===== config.mk =====
export PLATFORM = sky130hd
export DESIGN_NAME = pulse_restore
export DESIGN_NICKNAME = d
export VERILOG_FILES = /design/src/rtl/pulse_restore.sv
export SDC_FILE = /design/constraint.sdc
export NUM_CORES = 1
export LEC_CHECK = 0
export ABC_AREA = 1
export ABC_CLOCK_PERIOD_IN_PS = 1700
export BUFFER_PORTS_ARGS = -buffer_cell sky130_fd_sc_hd__buf_2
export CORE_MARGIN = 5
export CORE_UTILIZATION = 51
export CTS_CLUSTER_DIAMETER = 50
export DETAILED_ROUTE_END_ITERATION = 8
export PLACE_DENSITY = 0.81
export REMOVE_ABC_BUFFERS = 1
export SLEW_MARGIN = 20
export SYNTH_ARGS = -nofsm -noshare
export SYNTH_HDL_FRONTEND = slang
export SYNTH_SLANG_ARGS = --single-unit

===== constraint.sdc =====
create_clock -name clk -period 1.7 [get_ports clk]
set_clock_uncertainty 0.2 [all_clocks]
set_input_delay 0 -clock clk [delete_from_list [all_inputs] [get_ports clk]]
set_output_delay 0 -clock clk [all_outputs]
set_load 0.005 [all_outputs]

===== src/rtl/pulse_restore.sv =====
// Receive side of a stretched-pulse event link: synchronizes 'in', qualifies
// each high run against a minimum width, and emits one single-cycle 'out' per run.
module pulse_restore #(
    parameter int SYNC_STAGES = 2,
    parameter int MIN_CYCLES  = 3,
    parameter int MAX_CYCLES  = 64,
    parameter int CW          = 8
) (
    input  logic          clk,
    input  logic          nreset,
    input  logic          in,
    input  logic          clear,
    output logic          out,
    output logic          busy,
    output logic          stuck,
    output logic [CW-1:0] count
);

    localparam int WW = $clog2(MAX_CYCLES + 2);
    localparam logic [WW-1:0] MIN_W = WW'(MIN_CYCLES);
    localparam logic [WW-1:0] SAT_W = WW'(MAX_CYCLES + 1);

    typedef enum logic [1:0] {
        IDLE,
        QUAL,
        ACTIVE,
        STUCK
    } state_t;

    state_t                 state_q, state_d;
    logic [SYNC_STAGES-1:0] sync_q, sync_d;
    logic [WW-1:0]          wcnt_q, wcnt_d, wcnt_inc;
    logic [CW-1:0]          count_q, count_d;
    logic                   out_q, out_d;
    logic                   stuck_q, stuck_d;
    logic                   fire, stuck_set;
    logic                   s;

    function automatic logic [CW-1:0] sat_inc(input logic [CW-1:0] v);
        return (v == {CW{1'b1}}) ? v : v + CW'(1);
    endfunction

    assign s        = sync_q[SYNC_STAGES-1];
    assign sync_d   = {sync_q[SYNC_STAGES-2:0], in};
    assign wcnt_inc = (wcnt_q == SAT_W) ? wcnt_q : wcnt_q + WW'(1);

    // Width qualification: the run length is judged on the incremented count
    // so fire and stuck land on the sample that completes the threshold.
    always_comb begin
        state_d   = state_q;
        wcnt_d    = s ? wcnt_inc : '0;
        fire      = 1'b0;
        stuck_set = 1'b0;
        case (state_q)
            IDLE: begin
                if (s) begin
                    wcnt_d = WW'(1);
                    if (MIN_CYCLES == 1) begin
                        fire    = 1'b1;
                        state_d = ACTIVE;
                    end else begin
                        state_d = QUAL;
                    end
                end
            end
            QUAL: begin
                if (!s) begin
                    state_d = IDLE;
                end else if (wcnt_inc == MIN_W) begin
                    fire    = 1'b1;
                    state_d = ACTIVE;
                end
            end
            ACTIVE: begin
                if (!s) begin
                    state_d = IDLE;
                end else if (wcnt_inc == SAT_W) begin
                    stuck_set = 1'b1;
                    state_d   = STUCK;
                end
            end
            STUCK: begin
                if (!s) state_d = IDLE;
            end
            default: state_d = IDLE;
        endcase
    end

    // Clear coinciding with a fire keeps that event; a stuck set beats clear.
    always_comb begin
        out_d   = fire;
        stuck_d = stuck_set | (stuck_q & ~clear);
        count_d = count_q;
        if (clear) begin
            count_d = fire ? CW'(1) : '0;
        end else if (fire) begin
            count_d = sat_inc(count_q);
        end
    end

    always_ff @(posedge clk or negedge nreset) begin
        if (!nreset) begin
            state_q <= IDLE;
            sync_q  <= '0;
            wcnt_q  <= '0;
            out_q   <= 1'b0;
            stuck_q <= 1'b0;
            count_q <= '0;
        end else begin
            state_q <= state_d;
            sync_q  <= sync_d;
            wcnt_q  <= wcnt_d;
            out_q   <= out_d;
            stuck_q <= stuck_d;
            count_q <= count_d;
        end
    end

    assign out   = out_q;
    assign busy  = (state_q != IDLE);
    assign stuck = stuck_q;
    assign count = count_q;

endmodule

Word-level counts from Yosys, hierarchy flattened
Index checks and enable logic that the tools add are counted.

Register bits: 21. Logic and storage cells: 49.

Eq/ne operators: 12. Bitwise gates (word level): 3. Reduce and logical (&&, ||, !) cells: 5. Add/subtract/negate cells: 2. Mux-type cells: 21.

Operator list (number): 2-to-1 mux 7 bit (4); 2-to-1 mux 8 bit (3); equality test 7 bit, second input constant (2); 2-to-1 mux 2 bit (6); adder 8 x 1 -> 8 bit, second input constant (1); equality test 8 bit, second input constant (1); one-hot mux 2 bit (4 select lines) (1); adder 7 x 1 -> 7 bit, second input constant (1); equality test 7 x 2 -> 1 bit, second input constant (1); 2-to-1 mux 1 bit (7); != test 2 bit, second input constant (3); != test 3 bit, second input constant (2); equality test 2 bit, second input constant (2); AND reduction 4 bit (1); nonzero test 2 bit (2); equality test 2 x 1 -> 1 bit, second input constant (1); zero test 2 bit (1); AND reduction 2 bit (1); bitwise AND 1 bit (1); NOT 1 bit (1); OR 1 bit (1).

Longest topological paths before layout
Depth after elaboration: 8. Gate-level depth with buffers: 13.

Worst setup path before layout
No wires, ideal clock.

Kind: register to register. Start: register wcnt_q[1]. End: register count_q[3] (netlist: count[3]). Cell stages (with the launch flop): 12. Path slack: -45 ps. Data arrival time: 1419 ps. Library setup time: 126 ps. Cell sequence: dfrtp_1 > inv_1 > ha_1 > nand2_1 > inv_1 > nand3_2 > nand2_2 > nand2_2 > nor2_4 > nand4_4 > nand2_4 > o21ai_0.

Word-level cells in the longest chain between the ends: 8. Elaborated cells between the ends (all ways): 9. Classes of those cells: add/sub (1); eq/ne (2); mux (4); reduce/logical (2).

Ends and longest elaborated chain: from (decl) (line 32) `logic [WW-1:0] wcnt_q, wcnt_d, wcnt_inc;`; from (signal assigned) (line 112) `wcnt_q <= wcnt_d;`; adder 7 x 1 -> 7 bit or equality test 7 bit (tied branches) (line 45) `assign wcnt_inc = (wcnt_q == SAT_W) ? wcnt_q : wcnt_q + WW'(1);`; 2-to-1 mux 7 bit (*) (line 45); equality test 7 x 2 -> 1 bit (*) (line 69) `end else if (wcnt_inc == MIN_W) begin`; 2-to-1 mux 1 bit (*) (line 69); 2-to-1 mux 1 bit (*) (line 67) `if (!s) begin`; 2-to-1 mux 1 bit (*) (line 54) `case (state_q)`; nonzero test 2 bit (no line) (*); AND reduction 2 bit (no line) (*); to (signal assigned) (line 115) `count_q <= count_d;`; to (decl) (line 33) `logic [CW-1:0] count_q, count_d;`.

Every way passes the cells marked *; elsewhere a longest branch is shown, timed or not. A chain may end at the register's enable or synchronous reset.

Worst setup path in the final report
Start: register wcnt_q[0]. End: register count_q[3] (netlist: count[3]).

Same word-level chain as after synthesis.

==> results.json <==
{
  "comb_power_share_pct": 36.0,
  "ctsHoldBuffers": 4,
  "grt_overflow": 0,
  "crit_path_start_kind": "flip-flop",
  "leakage_nw": 0.784,
  "ys_warn_count": 0,
  "clock_latency_ps": 310,
  "syn_inst": 157,
  "holdWs_ps": -159,
  "p_int_mw": 0.821,
  "crit_fanout": 8,
  "grt_setup_unrepaired": "yes",
  "area_growth_syn_to_layout_pct": 27.4,
  "final_cell_mix": "nand2_1 (32), dfrtp_1 (21), buf_4 (19)",
  "ys_ff_latch": 21,
  "setup_viol": 13,
  "syn_area_um2": 1240,
  "synth.distinct_cells": 29,
  "cts_buffers": 3,
  "cts_buffer_depth": 2,
  "critPathCaptureType": "flip-flop",
  "final_nets": 206,
  "setup_ws_ps": -224,
  "tightest_slew_ps": 459,
  "grt_pass1_vias": 1268,
  "via_count": 1227,
  "core_area_um2": 2280,
  "drt_iter0_drc": 47,
  "antenna_cells": 0,
  "cts_tree": "done",
  "die_h_um": 59.4,
  "viasPerCell": 5.45,
  "cp.required_ps": 1750,
  "drt_first_pass_iters": 4,
  "grt_pass1_wl_um": 5220,
  "grt_max_degree": 22,
  "max_cap_viol_count": 0,
  "wl_per_cell_um": 13.5,
  "clk_pin_slew_ps": 110,
  "cts_sinks": 21,
  "dp_hpwl_um": 2210,
  "slew_headroom_pct": 69.4,
  "fmax_ghz": 0.520,
  "swShare_pct": 37.3,
  "die_x_um": 59.4,
  "crit_type": "reg2reg",
  "htreeDepth": 1,
  "cts-root-buf": "clkbuf_4",
  "row_count": 17,
  "initial_core_util_pct": 54.6,
  "vdd_drop_max_mv": 0.865,
  "final_area_um2": 1580,
  "io_pins": 15,
  "dp_slack_ps": -177,
  "port_buffers": 14,
  "seq_area_frac_synth_pct": 42.3,
  "drtAntennaViolNets": 0,
  "gr-usage-all-layers_pct": 19.5,
  "p_clk_share_pct": 18.7,
  "avgSynthCellArea_um2": 7.92,
  "gp_congestion": 0.820,
  "violations": "hold timing, setup timing",
  "dpl-instance-area_um2": 1460,
  "cp.arrival_ps": 1970,
  "maxSlewViolCount": 0,
  "period_needed_ps": 1920,
  "drive_gt1_share_pct": 33.5,
  "final_hold_viol_count": 7,
  "drt_wl_total_um": 3040,
  "antenna_found_initial": 0,
  "p_per_area_nw_per_um2": 826,
  "final_common_cell": "nand2_1",
  "hp-class": "in2reg",
  "drc": 0,
  "pwr-share-seq_pct": 45.3,
  "p_switching_mw": 0.488,
  "status": "finished with violations",
  "period_share_pct": 113,
  "die-area_um2": 3530
}
[critical path, cell delays in order (launching register included)]
cell and delay (ps):
dfrtp_1 430, ha_2 210, nand2_2 70, inv_2 90, nand2_2 60, nand2_2 70, nand3_2 90, nor2_4 160
nand4_4 170, nand2_4 160, nand2_1 60, o21ai_1 70
[kinds of logic after synthesis]
logic type	synth area share (%)
AND/OR/NAND/NOR	38.7
flip-flops	42.3
buffers and inverters	6.14
AO/OA/AOI/OAI	6.04
XOR/XNOR	2.82
adder cells (fa/ha/maj)	4.02
[metrics by stage]
| stage | std cells | power (mW) | utilization [%] | TNS, ps |
|---|---|---|---|---|
| 6_report | 225 | 1.31 | 69.6 | -2200 |
| 5_1_grt | 225 | 1.40 | 69.6 | -3720 |
| 4_1_cts | 224 | 1.27 | 68.3 | -1480 |
| 3_5_place_dp | 214 | 1.00 | 64.3 | -1630 |
| 3_3_place_gp | 214 | 0.970 | 64.3 | -804 |
| 2_1_floorplan | 156 | 0.850 | - | -171 |
[final cells by class]
type,instances,area [µm²]
timing repair buffer,37,253
tap,28,35.0
sequential,21,526
multi-input combinational,116,673
inverter,19,71.3
fill,167,692
clock buffer,4,26.3
[Yosys cell counts, drive strengths merged]
| library cell | count | area [µm²] |
|---|---|---|
| a21oi | 4 | 20.0 |
| and2 | 1 | 6.26 |
| buf | 1 | 5.00 |
| clkinv | 1 | 3.75 |
| dfrtp | 21 | 526 |
| ha | 4 | 50.1 |
| inv | 18 | 67.6 |
| nand2 | 43 | 181 |
| nand3 | 14 | 85.1 |
| nand3b | 1 | 7.51 |
| nand4 | 6 | 52.6 |
| nor2 | 25 | 114 |
| nor3 | 2 | 21.3 |
| nor3b | 1 | 7.51 |
| nor4 | 1 | 6.26 |
| o211ai | 1 | 7.51 |
| o21ai | 8 | 40.0 |
| o21bai | 1 | 7.51 |
| xnor2 | 2 | 17.5 |
| xor2 | 2 | 17.5 |
[registers in the layout, indices dropped and copies added (netlist names)]
signal   flops
wcnt_q       7
state_q      2
out          1
count        8
stuck        1
sync_q       2
[path summary, 6_finish.rpt]
check                      slack [ps]         to  depth (start not counted)       from
max                              -220   count[3]                         11  wcnt_q[0]
min in group asynchronous         490   count[4]                          3     nreset
max in group asynchronous         500   count[1]                          3     nreset
min reg2reg                       170  sync_q[1]                          0  sync_q[0]
max reg2reg                      -220   count[3]                         11  wcnt_q[0]
min                              -160   count[7]                          4      clear
[power by group through the flow]
stage | logic (mW) | registers, mW | clock network, mW
6_report | 0.471 | 0.593 | 0.245
5_1_grt | 0.524 | 0.601 | 0.273
4_1_cts | 0.434 | 0.591 | 0.246
3_5_place_dp | 0.403 | 0.599 | 0
3_3_place_gp | 0.376 | 0.594 | 0
2_1_floorplan | 0.249 | 0.601 | 0
[metal layers]
layer | vias up | global-route usage (%) | wire length (µm)
met3 | 10 | 3.05 | 126
met1 | 588 | 20.4 | 1160
li1 | 585 | - | -
met4 | 0 | 11.0 | 109
met5 | - | 0 | 0
met2 | 44 | 36.2 | 1640
[what timing repair did]
item	CTS	global route
endpoints found under the setup margin	13	13
pin swaps	2	4
resized for setup	7	9
setup buffers	2	1
endpoints found under the hold margin	30	7
Note: power is estimated with default switching activity, not from simulation.
